--- src/rtl/exec_report_receiver.sv ---
// Exchange execution-report receiver: frame check, sequence tracking and a FWFT report FIFO.
// Optional checksum verification is compiled in with the EXEC_RX_CHECKSUM_EN macro.
module exec_report_receiver #(
  parameter int FIFO_DEPTH = 4
) (
  input  logic         clk,
  input  logic         reset,
  input  logic [127:0] rx_data,
  input  logic         rx_valid,
  output logic         rpt_valid,
  input  logic         rpt_ready,
  output logic [7:0]   rpt_type,
  output logic [31:0]  rpt_order_id,
  output logic [31:0]  rpt_price,
  output logic [23:0]  rpt_qty,
  output logic         seq_gap,
  output logic         bad_frame,
  output logic         synced,
  output logic [15:0]  drop_count
);

  localparam int AW = (FIFO_DEPTH > 1) ? $clog2(FIFO_DEPTH) : 1;
  localparam int CW = AW + 1;
  localparam int EW = 96;
  localparam logic [CW-1:0] DEPTH_C = CW'(FIFO_DEPTH);
`ifdef EXEC_RX_CHECKSUM_EN
  localparam int CHK_LSB = 0;
`else
  localparam int CHK_LSB = 8;
`endif

  typedef enum logic {
    UNSYNC = 1'b0,
    LOCKED = 1'b1
  } state_t;

  function automatic logic [15:0] sat_inc16(input logic [15:0] v);
    return (v == 16'hFFFF) ? v : v + 16'd1;
  endfunction

`ifdef EXEC_RX_CHECKSUM_EN
  function automatic logic [7:0] xor_bytes(input logic [119:0] b);
    logic [7:0] acc;
    acc = 8'h00;
    for (int i = 0; i < 15; i++) begin
      acc = acc ^ b[i*8 +: 8];
    end
    return acc;
  endfunction
`endif

  // Stage p0: check stage holding the sampled frame
  logic                 vld_p0_q, vld_p0_d;
  logic [127:CHK_LSB]   data_p0_q, data_p0_d;

  state_t               state_q, state_d;
  logic [15:0]          exp_seq_q, exp_seq_d;
  logic                 seq_gap_q, seq_gap_d;
  logic                 bad_frame_q, bad_frame_d;
  logic [15:0]          drop_q, drop_d;

  logic [AW-1:0]        wr_ptr_q, wr_ptr_d;
  logic [AW-1:0]        rd_ptr_q, rd_ptr_d;
  logic [CW-1:0]        count_q, count_d;
  logic [EW-1:0]        mem_q [FIFO_DEPTH];

  logic [7:0]           f_magic;
  logic [7:0]           f_type;
  logic [15:0]          f_seq;
  logic [31:0]          f_oid;
  logic [31:0]          f_price;
  logic [23:0]          f_qty;
  logic                 csum_ok;
  logic                 frame_good;
  logic                 wr_en;
  logic                 full;
  logic                 pop;
  logic                 push;
  logic                 drop;
  logic [EW-1:0]        wr_entry;
  logic [EW-1:0]        head;

  assign f_magic = data_p0_q[127:120];
  assign f_type  = data_p0_q[119:112];
  assign f_seq   = data_p0_q[111:96];
  assign f_oid   = data_p0_q[95:64];
  assign f_price = data_p0_q[63:32];
  assign f_qty   = data_p0_q[31:8];

`ifdef EXEC_RX_CHECKSUM_EN
  assign csum_ok = (data_p0_q[7:0] == xor_bytes(data_p0_q[127:8]));
`else
  assign csum_ok = 1'b1;
`endif

  assign frame_good = (f_magic == 8'hA5) && csum_ok &&
                      ((f_type == 8'h01) || (f_type == 8'h02) || (f_type == 8'h03));

  assign wr_en    = vld_p0_q && frame_good;
  assign full     = (count_q == DEPTH_C);
  assign pop      = rpt_valid && rpt_ready;
  // A pop on the same edge frees the slot, so a full FIFO still takes the write.
  assign push     = wr_en && (!full || pop);
  assign drop     = wr_en && full && !pop;
  assign wr_entry = {f_type, f_oid, f_price, f_qty};

  always_comb begin
    vld_p0_d    = rx_valid;
    data_p0_d   = rx_data[127:CHK_LSB];
    state_d     = state_q;
    exp_seq_d   = exp_seq_q;
    seq_gap_d   = 1'b0;
    bad_frame_d = 1'b0;
    drop_d      = drop ? sat_inc16(drop_q) : drop_q;
    wr_ptr_d    = push ? wr_ptr_q + AW'(1) : wr_ptr_q;
    rd_ptr_d    = pop ? rd_ptr_q + AW'(1) : rd_ptr_q;
    case ({push, pop})
      2'b10:   count_d = count_q + CW'(1);
      2'b01:   count_d = count_q - CW'(1);
      default: count_d = count_q;
    endcase

    // Stage p1: sequence tracking; dropped frames still advance the sequence
    if (vld_p0_q) begin
      if (!frame_good) begin
        bad_frame_d = 1'b1;
      end else begin
        exp_seq_d = f_seq + 16'd1;
        state_d   = LOCKED;
        if ((state_q == LOCKED) && (f_seq != exp_seq_q)) begin
          seq_gap_d = 1'b1;
        end
      end
    end
  end

  always_ff @(posedge clk or posedge reset) begin
    if (reset) begin
      vld_p0_q    <= 1'b0;
      data_p0_q   <= '0;
      state_q     <= UNSYNC;
      exp_seq_q   <= 16'h0000;
      seq_gap_q   <= 1'b0;
      bad_frame_q <= 1'b0;
      drop_q      <= 16'h0000;
      wr_ptr_q    <= '0;
      rd_ptr_q    <= '0;
      count_q     <= '0;
    end else begin
      vld_p0_q    <= vld_p0_d;
      data_p0_q   <= data_p0_d;
      state_q     <= state_d;
      exp_seq_q   <= exp_seq_d;
      seq_gap_q   <= seq_gap_d;
      bad_frame_q <= bad_frame_d;
      drop_q      <= drop_d;
      wr_ptr_q    <= wr_ptr_d;
      rd_ptr_q    <= rd_ptr_d;
      count_q     <= count_d;
    end
  end

  always_ff @(posedge clk) begin
    if (push) begin
      mem_q[wr_ptr_q] <= wr_entry;
    end
  end

  // Fields are forced to zero whenever the buffer is empty, which also covers reset.
  assign head         = mem_q[rd_ptr_q];
  assign rpt_valid    = (count_q != '0);
  assign rpt_type     = rpt_valid ? head[95:88] : 8'h00;
  assign rpt_order_id = rpt_valid ? head[87:56] : 32'h0;
  assign rpt_price    = rpt_valid ? head[55:24] : 32'h0;
  assign rpt_qty      = rpt_valid ? head[23:0]  : 24'h0;
  assign seq_gap      = seq_gap_q;
  assign bad_frame    = bad_frame_q;
  assign synced       = (state_q == LOCKED);
  assign drop_count   = drop_q;

endmodule

--- config.mk ---
export PLATFORM = sky130hd
export DESIGN_NAME = exec_report_receiver
export DESIGN_NICKNAME = d
export VERILOG_FILES = /design/src/rtl/exec_report_receiver.sv
export SDC_FILE = /design/constraint.sdc
export NUM_CORES = 1
export LEC_CHECK = 0
export BUFFER_PORTS_ARGS = -buffer_cell sky130_fd_sc_hd__buf_4
export CAP_MARGIN = 10
export CORE_MARGIN = 2
export CORE_UTILIZATION = 57
export CTS_BUF_LIST = sky130_fd_sc_hd__clkbuf_16
export CTS_CLUSTER_SIZE = 12
export DETAILED_ROUTE_END_ITERATION = 10
export PLACE_DENSITY = 0.86
export SYNTH_ARGS = -nofsm -noshare
export SYNTH_HDL_FRONTEND = slang
export SYNTH_SLANG_ARGS = --single-unit
--- constraint.sdc ---
create_clock -name clk -period 7.7 [get_ports clk]
set_clock_uncertainty 0.05 [all_clocks]
set_input_delay 2.31 -clock clk [delete_from_list [all_inputs] [get_ports clk]]
set_output_delay 2.31 -clock clk [all_outputs]
set_load 0.02 [all_outputs]
== After elaboration in Yosys (flattened, before gate mapping) ==
Memories as Yosys holds them, arrays and structs flattened.
Index checks and enable logic that the tools add are counted.

* Flip-flop bits (word level): 163
* Bits in latches: 0
* Memory bits (writable): 384
* Memory bits (read-only): 0
* Output and inout bits: 116
* Memories kept: 1

* Add/sub/neg operators: 6
* Multipliers: 0
* Div/mod/pow operators: 0
* Order comparisons: 0
* Eq/ne operators: 9
* Shift-type cells: 0
* Muxes and demuxes: 12
* Bitwise logic cells: 1
* Reductions and logical operators: 16

{| class="wikitable"
|+ Memories
! name !! depth !! width !! read ports !! clocked after Yosys merged registers in !! write ports !! line !! RTL
|-
| mem_q || 4 || 96 || 1 || 0 || 1 || 65 || <nowiki>logic [EW-1:0] mem_q [FIFO_DEPTH];</nowiki>
|}

{| class="wikitable"
|+ Operators by type and width
! operator !! count
|-
| $mux W32 || 2
|-
| $add A16 B1 Y16 const B || 2
|-
| $mux W24 || 1
|-
| $eq A16 B16 Y1 const B || 1
|-
| $eq A8 B2 Y1 const B || 2
|-
| $ne A16 B16 Y1 || 1
|-
| $eq A8 B1 Y1 const B || 1
|-
| $eq A8 B8 Y1 const B || 1
|-
| $mux W8 || 1
|-
| $logic_and A1 B1 Y1 || 7
|-
| $mux W1 || 7
|-
| $pmux W3 S2 || 1
|-
| $add A2 B1 Y2 const B || 2
|-
| $reduce_and A2 Y1 || 2
|-
| $add A3 B1 Y3 const B || 1
|-
| $eq A3 B3 Y1 const B || 1
|-
| $logic_or A1 B1 Y1 || 3
|-
| $reduce_bool A3 Y1 || 1
|-
| $sub A3 B1 Y3 const B || 1
|-
| $eq A2 B1 Y1 const B || 1
|-
| $eq A2 B2 Y1 const B || 1
|-
| $logic_not A1 Y1 || 2
|-
| $reduce_bool A2 Y1 || 1
|-
| $not A1 Y1 || 1
|}

== Depth between registers and ports, before layout ==
Gate-level depths: netlist of run 1.

* Depth in word-level cells: 8
* Depth in mapped cells: 11
* Mapped depth without buffers: 11

== Worst setup path after synthesis of run 1 ==
OpenSTA, ideal clock, no wires.

* Kind: in2reg
* Start: input port rpt_ready
* End: memory mem_q[0][0] (enable)
* Setup time: 0.466 ns
* Data arrival time: 4.865 ns
* Path slack: 2.319 ns
* Stages on the path: 3
* Path buffers: 0
* Path through: nor4b_1 -> nor2_2 -> and2_1

* Longest elaborated chain between the ends: 5

{| class="wikitable"
|+ Ends and longest elaborated chain
! element !! line !! RTL
|-
| start, declared || 11 || <nowiki>input logic rpt_ready,</nowiki>
|-
| $logic_and A1 B1 Y1 || 101 || <nowiki>assign pop = rpt_valid && rpt_ready;</nowiki>
|-
| $logic_or A1 B1 Y1 || 103 || <nowiki>assign push = wr_en && (!full || pop);</nowiki>
|-
| $logic_and A1 B1 Y1 || 103 ||
|-
| $mux W1 || 164 || <nowiki>if (push) begin</nowiki>
|-
| $mux W1 (not written as such) || 165 || <nowiki>mem_q[wr_ptr_q] <= wr_entry;</nowiki>
|-
| end, declared || 65 ||
|}

Every way passes these cells.

== Worst setup path after layout of run 1 ==
* Start: register rd_ptr_q[1]
* End: output port rpt_order_id[4]

* Longest elaborated chain between the ends: 2

{| class="wikitable"
|+ Ends and longest elaborated chain
! element !! line !! RTL
|-
| start, declared || 63 || <nowiki>logic [AW-1:0] rd_ptr_q, rd_ptr_d;</nowiki>
|-
| start signal, assigned || 158 || <nowiki>rd_ptr_q <= rd_ptr_d;</nowiki>
|-
| $mem_v2 Z4 W96 || - ||
|-
| $mux W32 || 173 || <nowiki>assign rpt_order_id = rpt_valid ? head[87:56] : 32'h0;</nowiki>
|-
| end, declared || 13 || <nowiki>output logic [31:0] rpt_order_id,</nowiki>
|}

Every way passes these cells.

==> metrics.txt, run 1 <==
status=finished, final reports clean; hold_buf cts=0; largest area contributor in the netlist=edfxtp_1; clock-pin transition on the worst setup and hold timing paths=0.06 ns; worst path bufs/invs=2; Cell Area, Placed=0.0221 sq mm; relative slew slack=26.7%; cells along the critical path=buf_4, mux4_2, and2_1, buf_4; M1 GR Usage=26.4%; Sequential Power Share=roughly 44%; Switching Share=28.8%; routed len/inst=22.3 um; r2r startpoint=data_p0_q[117]; Clock Sinks=547; CTS tree=yes; post-synthesis register bit count=547; Die X=between 150 and 200 um; Final Hold Vio Count=0; CP max stage cell=dfrtp_4; Comb pwr share=27.2%; Setup CP Type=flop to primary output; sequential fraction of the synthesis area=78.7%; EDFF count, synth=384; Avg Synthesized Cell Area=20.6 sq um; CTS H-tree depth=2; kind of cell adding the most delay to the critical path=flip-flops; crit path launch type=flop; design area=about 0.024 sq mm; die area=0.0363 sq mm; largest stage delay on the critical path=1.03 ns; Required @ worst endpoint=approximately 5.3 ns; DRT antenna net count=0; CP Data Arrival Time=3.09 ns; Via Count=about 9,600; layout cells sized above 1=33.2%; sequential cell area=0.0156 sq mm; Slew Viols, Final=0; Most Crowded Layer GR=met2; total core area=0.0344 sq mm; post-synthesis cell type count=40; initial antenna violation count=6; Synth Instances=approximately 960; Core Rows=68; worst hold margin=0.431 ns; Final Critical Period=5.45 ns; CTS root buffer=clkbuf_16; setup TNS=0 ns; RSZ-0062 raised after global routing=no; io pins=248; Layout area overhead=19.5%; Hold Path Sink=mem_q[3][19]; worst hold start=data_p0_q[27]; # port buffers=239; Num CTS Buffers=53; top post-synthesis cells by area=edfxtp_1, dfrtp_1, mux4_2, and2_1, xnor2_1; Setup crit end kind=primary output; leakage power=8.84 nW; Clock power frac=29.3%; Hold Crit Depth=0; RR Endpoint=mem_q[2][95]; NetSw=approximately 2.2 mW; Max Clk Rate=184 MHz; FF-to-FF path depth=6; DR pass1 iterations=5; Pwr Total=7.73 mW; Residual DRC=0; Cell Area, Synth=0.0198 sq mm; RePlAce Congestion=0.785; GRT Residual Overflow=0; GRT Util Overall=a little over a fifth; final wirelength=38,700 um; fillers=~2,100; power density cells=326 mW/mm^2; clk_lat worst skew=roughly 0.57 ns; Via density=5.57; Crit. Startpoint=rd_ptr_q[1]; Internal=5.51 mW; Initial Util=57.7%; Max IR drop VDD=0.228 mV; Hold Crit Class=flop to flop; Post-synth top flop=edfxtp_1; # nets final=1,368; largest net degree at the start of global routing=99; Critical Path Most Common Cell=buf_4; R2R setup slack=roughly 3.4 ns; Syn Nets=1,103; DP HPWL=21,700 um; post-cts resize count=0; worst slew pin tran=around 1.1 ns; met3 Use GR=5.39%; first-pass GRT wire length=between 50,000 and 60,000 um; postcts setup bufs=0; area of the multi-input gates=0.00404 sq mm; vias in the first global route=10,500; asr flop ratio synth=roughly 30%; clk buf depth=3; Yosys warnings=0; share of the synthesized area in the top cell type=around three fifths; met2 GRT Util=between 30% and 40%; Vert. Die Dim=190 um; Tcrit/Tclk final=70.7%; DR iter-0 viols=652; maxcap violations=0; CP Max Fanout=a little under 60; setup violators final=0
[state kept, by name, indices dropped and copies added, names as in the netlist]
| name | flops |
|---|---|
| bad_frame | 1 |
| count_q | 3 |
| data_p0_q | 120 |
| drop_count | 16 |
| exp_seq_q | 16 |
| mem_q | 384 |
| rd_ptr_q | 2 |
| seq_gap | 1 |
| synced | 1 |
| vld_p0_q | 1 |
| wr_ptr_q | 2 |
[cell usage in the layout, fill, tap and decap left out, types with 2 or more instances in the layout]
master,n
and2_1,98
and2_4,4
and3_1,2
and4_1,4
buf_4,247
clkbuf_16,53
clkinv_1,9
clkinv_8,2
dfrtp_1,161
dfrtp_4,2
diode_2,5
edfxtp_1,384
ha_1,7
inv_1,42
inv_6,2
mux2_2,5
mux4_2,96
nand2_1,28
nand3_1,8
nand4_1,13
nor2_1,13
nor2b_1,2
nor3_1,2
nor3_2,3
nor4_1,3
o21ai_0,12
or4_1,2
xnor2_1,28
xor2_1,22
[final cells by class]
cell class	instances	area share, %
Sequential cell	547	65.9
Multi-Input combinational cell	368	17.0
Timing Repair Buffer	248	7.91
Clock buffer	53	5.60
Tap cell	455	2.40
Clock inverter	47	0.877
Inverter	10	0.180
Antenna cell	5	0.0528
[Yosys cell counts, types with 3 or more instances]
library cell	number
nor3_2	3
clkbuf_1	28
ha_1	7
nor2_1	13
o21ai_0	12
mux2_2	5
dfrtp_1	163
and2_1	102
nand4_1	13
xor2_1	22
xnor2_1	28
buf_2	8
nand2_1	28
edfxtp_1	384
and4_1	4
mux4_2	96
nor4_1	3
nand3_1	8
inv_1	10
[routing by layer]
layer / vias up / part of all wire, %
met5: - / 0.026
met4: 2 / 2.4
met3: 73 / 7.2
met2: 315 / 53
met1: 5021 / 38
li1: 4234 / -
[logic make-up after synthesis]
kind of cell               Yosys count  share of synthesized area (%)
AOI/OAI and AO/OA                   14                          0.366
xor gates and xnor gates            50                           2.21
adders and majority gates            8                          0.543
buffers and inverters               48                          0.959
DFF                                547                           78.7
muxes                              103                           11.3
and+or+nand+nor                    193                           5.88
[metrics by stage]
step	utilization, %	setup slack, ns	std cells
4_1_cts	68.9	2.21	1728
2_1_floorplan	-	0.935	963
3_5_place_dp	64.4	2.83	1628
3_3_place_gp	64.4	2.86	1628
5_1_grt	68.9	2.17	1732
6_report	68.9	2.25	1733
[worst max-delay path by stage]
stage,endpoint,slack (ns),cells after the start
global placement,mem_q[1][85],2.86,6
detailed placement,mem_q[2][83],2.83,6
global route,rpt_order_id[4],2.17,4
CTS,rpt_order_id[4],2.21,4
finish,rpt_order_id[4],2.25,4
floorplan,bad_frame,0.94,1
[power by group through the flow]
stage | Sequential, mW | Combinational, mW | Clock [mW]
after floorplan | 3.29 | 1.43 | 0
after global placement | 3.42 | 2.10 | 0
after detailed placement | 3.43 | 2.11 | 0
after CTS | 3.37 | 2.14 | 2.32
after global routing | 3.38 | 2.23 | 2.43
final | 3.36 | 2.10 | 2.27
No activity file was read; power rests on OpenSTA's default activity.
==> run 2, diff against run 1 <==
--- a/config.mk
+++ b/config.mk
@@ -8,11 +8,11 @@
 export BUFFER_PORTS_ARGS = -buffer_cell sky130_fd_sc_hd__buf_4
 export CAP_MARGIN = 10
 export CORE_MARGIN = 2
-export CORE_UTILIZATION = 57
+export CORE_UTILIZATION = 52
 export CTS_BUF_LIST = sky130_fd_sc_hd__clkbuf_16
 export CTS_CLUSTER_SIZE = 12
 export DETAILED_ROUTE_END_ITERATION = 10
-export PLACE_DENSITY = 0.86
+export PLACE_DENSITY = 0.83
 export SYNTH_ARGS = -nofsm -noshare
 export SYNTH_HDL_FRONTEND = slang
 export SYNTH_SLANG_ARGS = --single-unit
==> constraint.sdc (replaced) <==
create_clock -name clk -period 5 [get_ports clk]
set_clock_uncertainty 0.05 [all_clocks]
set_input_delay 1.5 -clock clk [delete_from_list [all_inputs] [get_ports clk]]
set_output_delay 1.5 -clock clk [all_outputs]
set_load 0.02 [all_outputs]
==> run 2 against run 1 <==
  * Combinational power rose by 59%
  * Flip-flop and latch count did not move
  * Total power up 55%
  * Via count fell by 1.1%
  * Worst hold slack gained 0.0013 ns
  * Count of clock-buffer cells in the layout is 1 higher
  * Clock power up 56%
  * Final cell count rose by 3.7%
  * First-iteration DRC count shrank 27%
  * Critical endpoint is now rpt_price[14]
  * Largest power group unchanged
==> metrics.txt, run 2 (synthesized netlist as in run 1, its figures left out) <==
status=finished, final reports clean; relative slew slack=31.4% (+4.8 points); Slew Viols, Final=0 (unchanged); Comb pwr share=27.8% (+0.6 points); total core area=0.0376 sq mm (+9.3%); Core Rows=71 (+4.4%); max reg flops=384 (unchanged); GRT Residual Overflow=0 (unchanged); hold_buf cts=0 (unchanged); Hold Crit Class=flop to flop; Die X=199 um (+4.6%); CP Data Arrival Time=2.65 ns (-0.44 ns); Top reg by flops=mem_q; Max IR drop VDD=0.287 mV (+26%); Hold Crit Depth=0 (unchanged); worst hold start=data_p0_q[26]; layout cells sized above 1=33.8% (+0.57 points); # nets final=1,378 (+0.73%); Num CTS Buffers=54 (+1.9%); setup violators final=0 (unchanged); Switching Share=28.8% (+0.082 points); RR Endpoint=mem_q[3][49]; worst hold margin=0.432 ns (+0.00131 ns); Max Clk Rate=238 MHz; R2R setup slack=0.93 ns (-2.46 ns); Layout area overhead=20.5%; commonest cells after routing, fill and taps aside=edfxtp_1, buf_4, dfrtp_1; Pwr Total=12.0 mW (+55%); Final Critical Period=roughly 4.2 ns; Tcrit/Tclk final=84.0%; met3 WL post-DR=2880 um (+4.2%); largest net degree at the start of global routing=99 (unchanged); power density cells=503 mW/mm^2 (+54%); clk_lat worst skew=0.60 ns (+0.03 ns); routed len/inst=21.4 um (-4.0%); clock-pin transition on the worst setup and hold timing paths=0.06 ns (about the same); Cell Area, Placed=0.0223 sq mm (+0.79%); die area=0.0397 sq mm (+9.4%); RePlAce Congestion=0.806 (+2.8%); commonest non-fill, non-tap cell in the layout=edfxtp_1; postcts setup bufs=0 (unchanged); crit path launch type=flop; metal2 WL=19,600 um (-3.7%); CTS H-tree depth=2 (unchanged); DR iter-0 viols=479 (-27%); fin util=63.6% (-5.4 points); DP Worst Slack=0.918 ns (-1.91 ns); Internal=8.55 mW (+55%); design area=0.0239 sq mm (+0.82%); fillers=2,532 (+21%); clk buf depth=3 (unchanged); Setup crit end kind=primary output; highest routed metal layer=met5; Sequential Power Share=42.8% (-0.7 points); DP HPWL=22,400 um (+3.2%); leakage power=8.91 nW (+0.78%); largest registers=mem_q (384), data_p0_q (120); initial antenna violation count=2 (-4); NetSw=3.47 mW (+56%); dpl cells=1,693 (+4.0%); setup TNS=0 ns (unchanged); maxcap violations=0 (unchanged); Required @ worst endpoint=3.45 ns (-1.89 ns); Initial Util=52.8% (-4.9 points); first-pass GRT wire length=58,300 um (-1.5%); # port buffers=239 (unchanged); Cell Count, Final, Fillers Out=1,797 (+3.7%); Via Count=9,535 (-1.1%); DRT antenna net count=0 (unchanged); vias in the first global route=10,400 (-1.3%); GRT Util Overall=19.9% (-2.0 points); Vert. Die Dim=199 um (+4.6%); M1 wire length=15,100 um (+3.6%); CTS tree=yes; Residual DRC=0 (unchanged); final wirelength=38,500 um (-0.49%); Setup CP Type=flop to primary output; FF-to-FF path depth=6 (unchanged); Hold Path Sink=mem_q[1][18]; RSZ-0062 raised after global routing=no; Via density=5.31 (-4.7%); worst setup margin=0.801 ns (-1.45 ns); post-cts resize count=0 (unchanged); Clock power frac=29.5% (+0.2 points); r2r startpoint=data_p0_q[117]; worst slew pin tran=1.03 ns (-0.0718 ns); DR pass1 iterations=4 (-1); CP Max Fanout=34 (-42%); Clock Sinks=547 (unchanged); CTS root buffer=clkbuf_16; Final Hold Vio Count=0 (unchanged); io pins=248 (unchanged)
-- run 2: cell types whose count changed in the layout (fill, tap and decap cells not counted) --
cell        before  now
buf_4          247  253
clkinv_2         1    2
diode_2          5    2
inv_6            2    3
inv_2            1    0
clkbuf_16       53   54
clkinvlp_4       0    1
buf_12           1    4
clkinv_8         2    1
-- run 2: routing by layer --
metal	vias up	track usage (%)
li1	4241	-
met1	4947	25.1
met2	288	33.6
met3	57	5.37
met4	2	6.77
met5	-	0
-- run 2: worst max-delay path by stage --
stage          slack [ns]  cells past startpoint            from            end
2_1_floorplan        0.43                      3       rpt_ready    mem_q[0][0]
3_3_place_gp         1.03                      6  data_p0_q[117]   mem_q[3][89]
3_5_place_dp         0.92                      6  data_p0_q[117]    mem_q[0][9]
4_1_cts              0.71                      4     rd_ptr_q[0]  rpt_price[14]
5_1_grt              0.65                      4     rd_ptr_q[0]     rpt_qty[3]
6_report             0.80                      4     rd_ptr_q[0]  rpt_price[14]
-- run 2: power groups by stage --
stage | Clock (mW) | Combinational [mW] | Sequential [mW]
after global placement | 0 | 3.33 | 5.22
after detailed placement | 0 | 3.37 | 5.24
after floorplan | 0 | 2.20 | 5.07
after CTS | 3.63 | 3.40 | 5.15
after global routing | 3.80 | 3.56 | 5.16
final | 3.54 | 3.34 | 5.14
-- run 2: layout make-up --
cell class	count	area, sq um	area share [%]
clock buffer	54	1350	5.66
sequential	547	15600	65.4
clock inverter	48	210	0.880
inverter	10	41.3	0.173
timing repair buffer	257	1980	8.29
antenna	2	5.00	0.0210
tap	511	639	2.68
multi-input combinational	368	4040	16.9
-- run 2: critical path, cell delays in order (launching register included) --
cell and delay [ns]:
dfrtp_4 0.74, buf_12 0.35, mux4_2 0.58, and2_1 0.20, buf_4 0.16
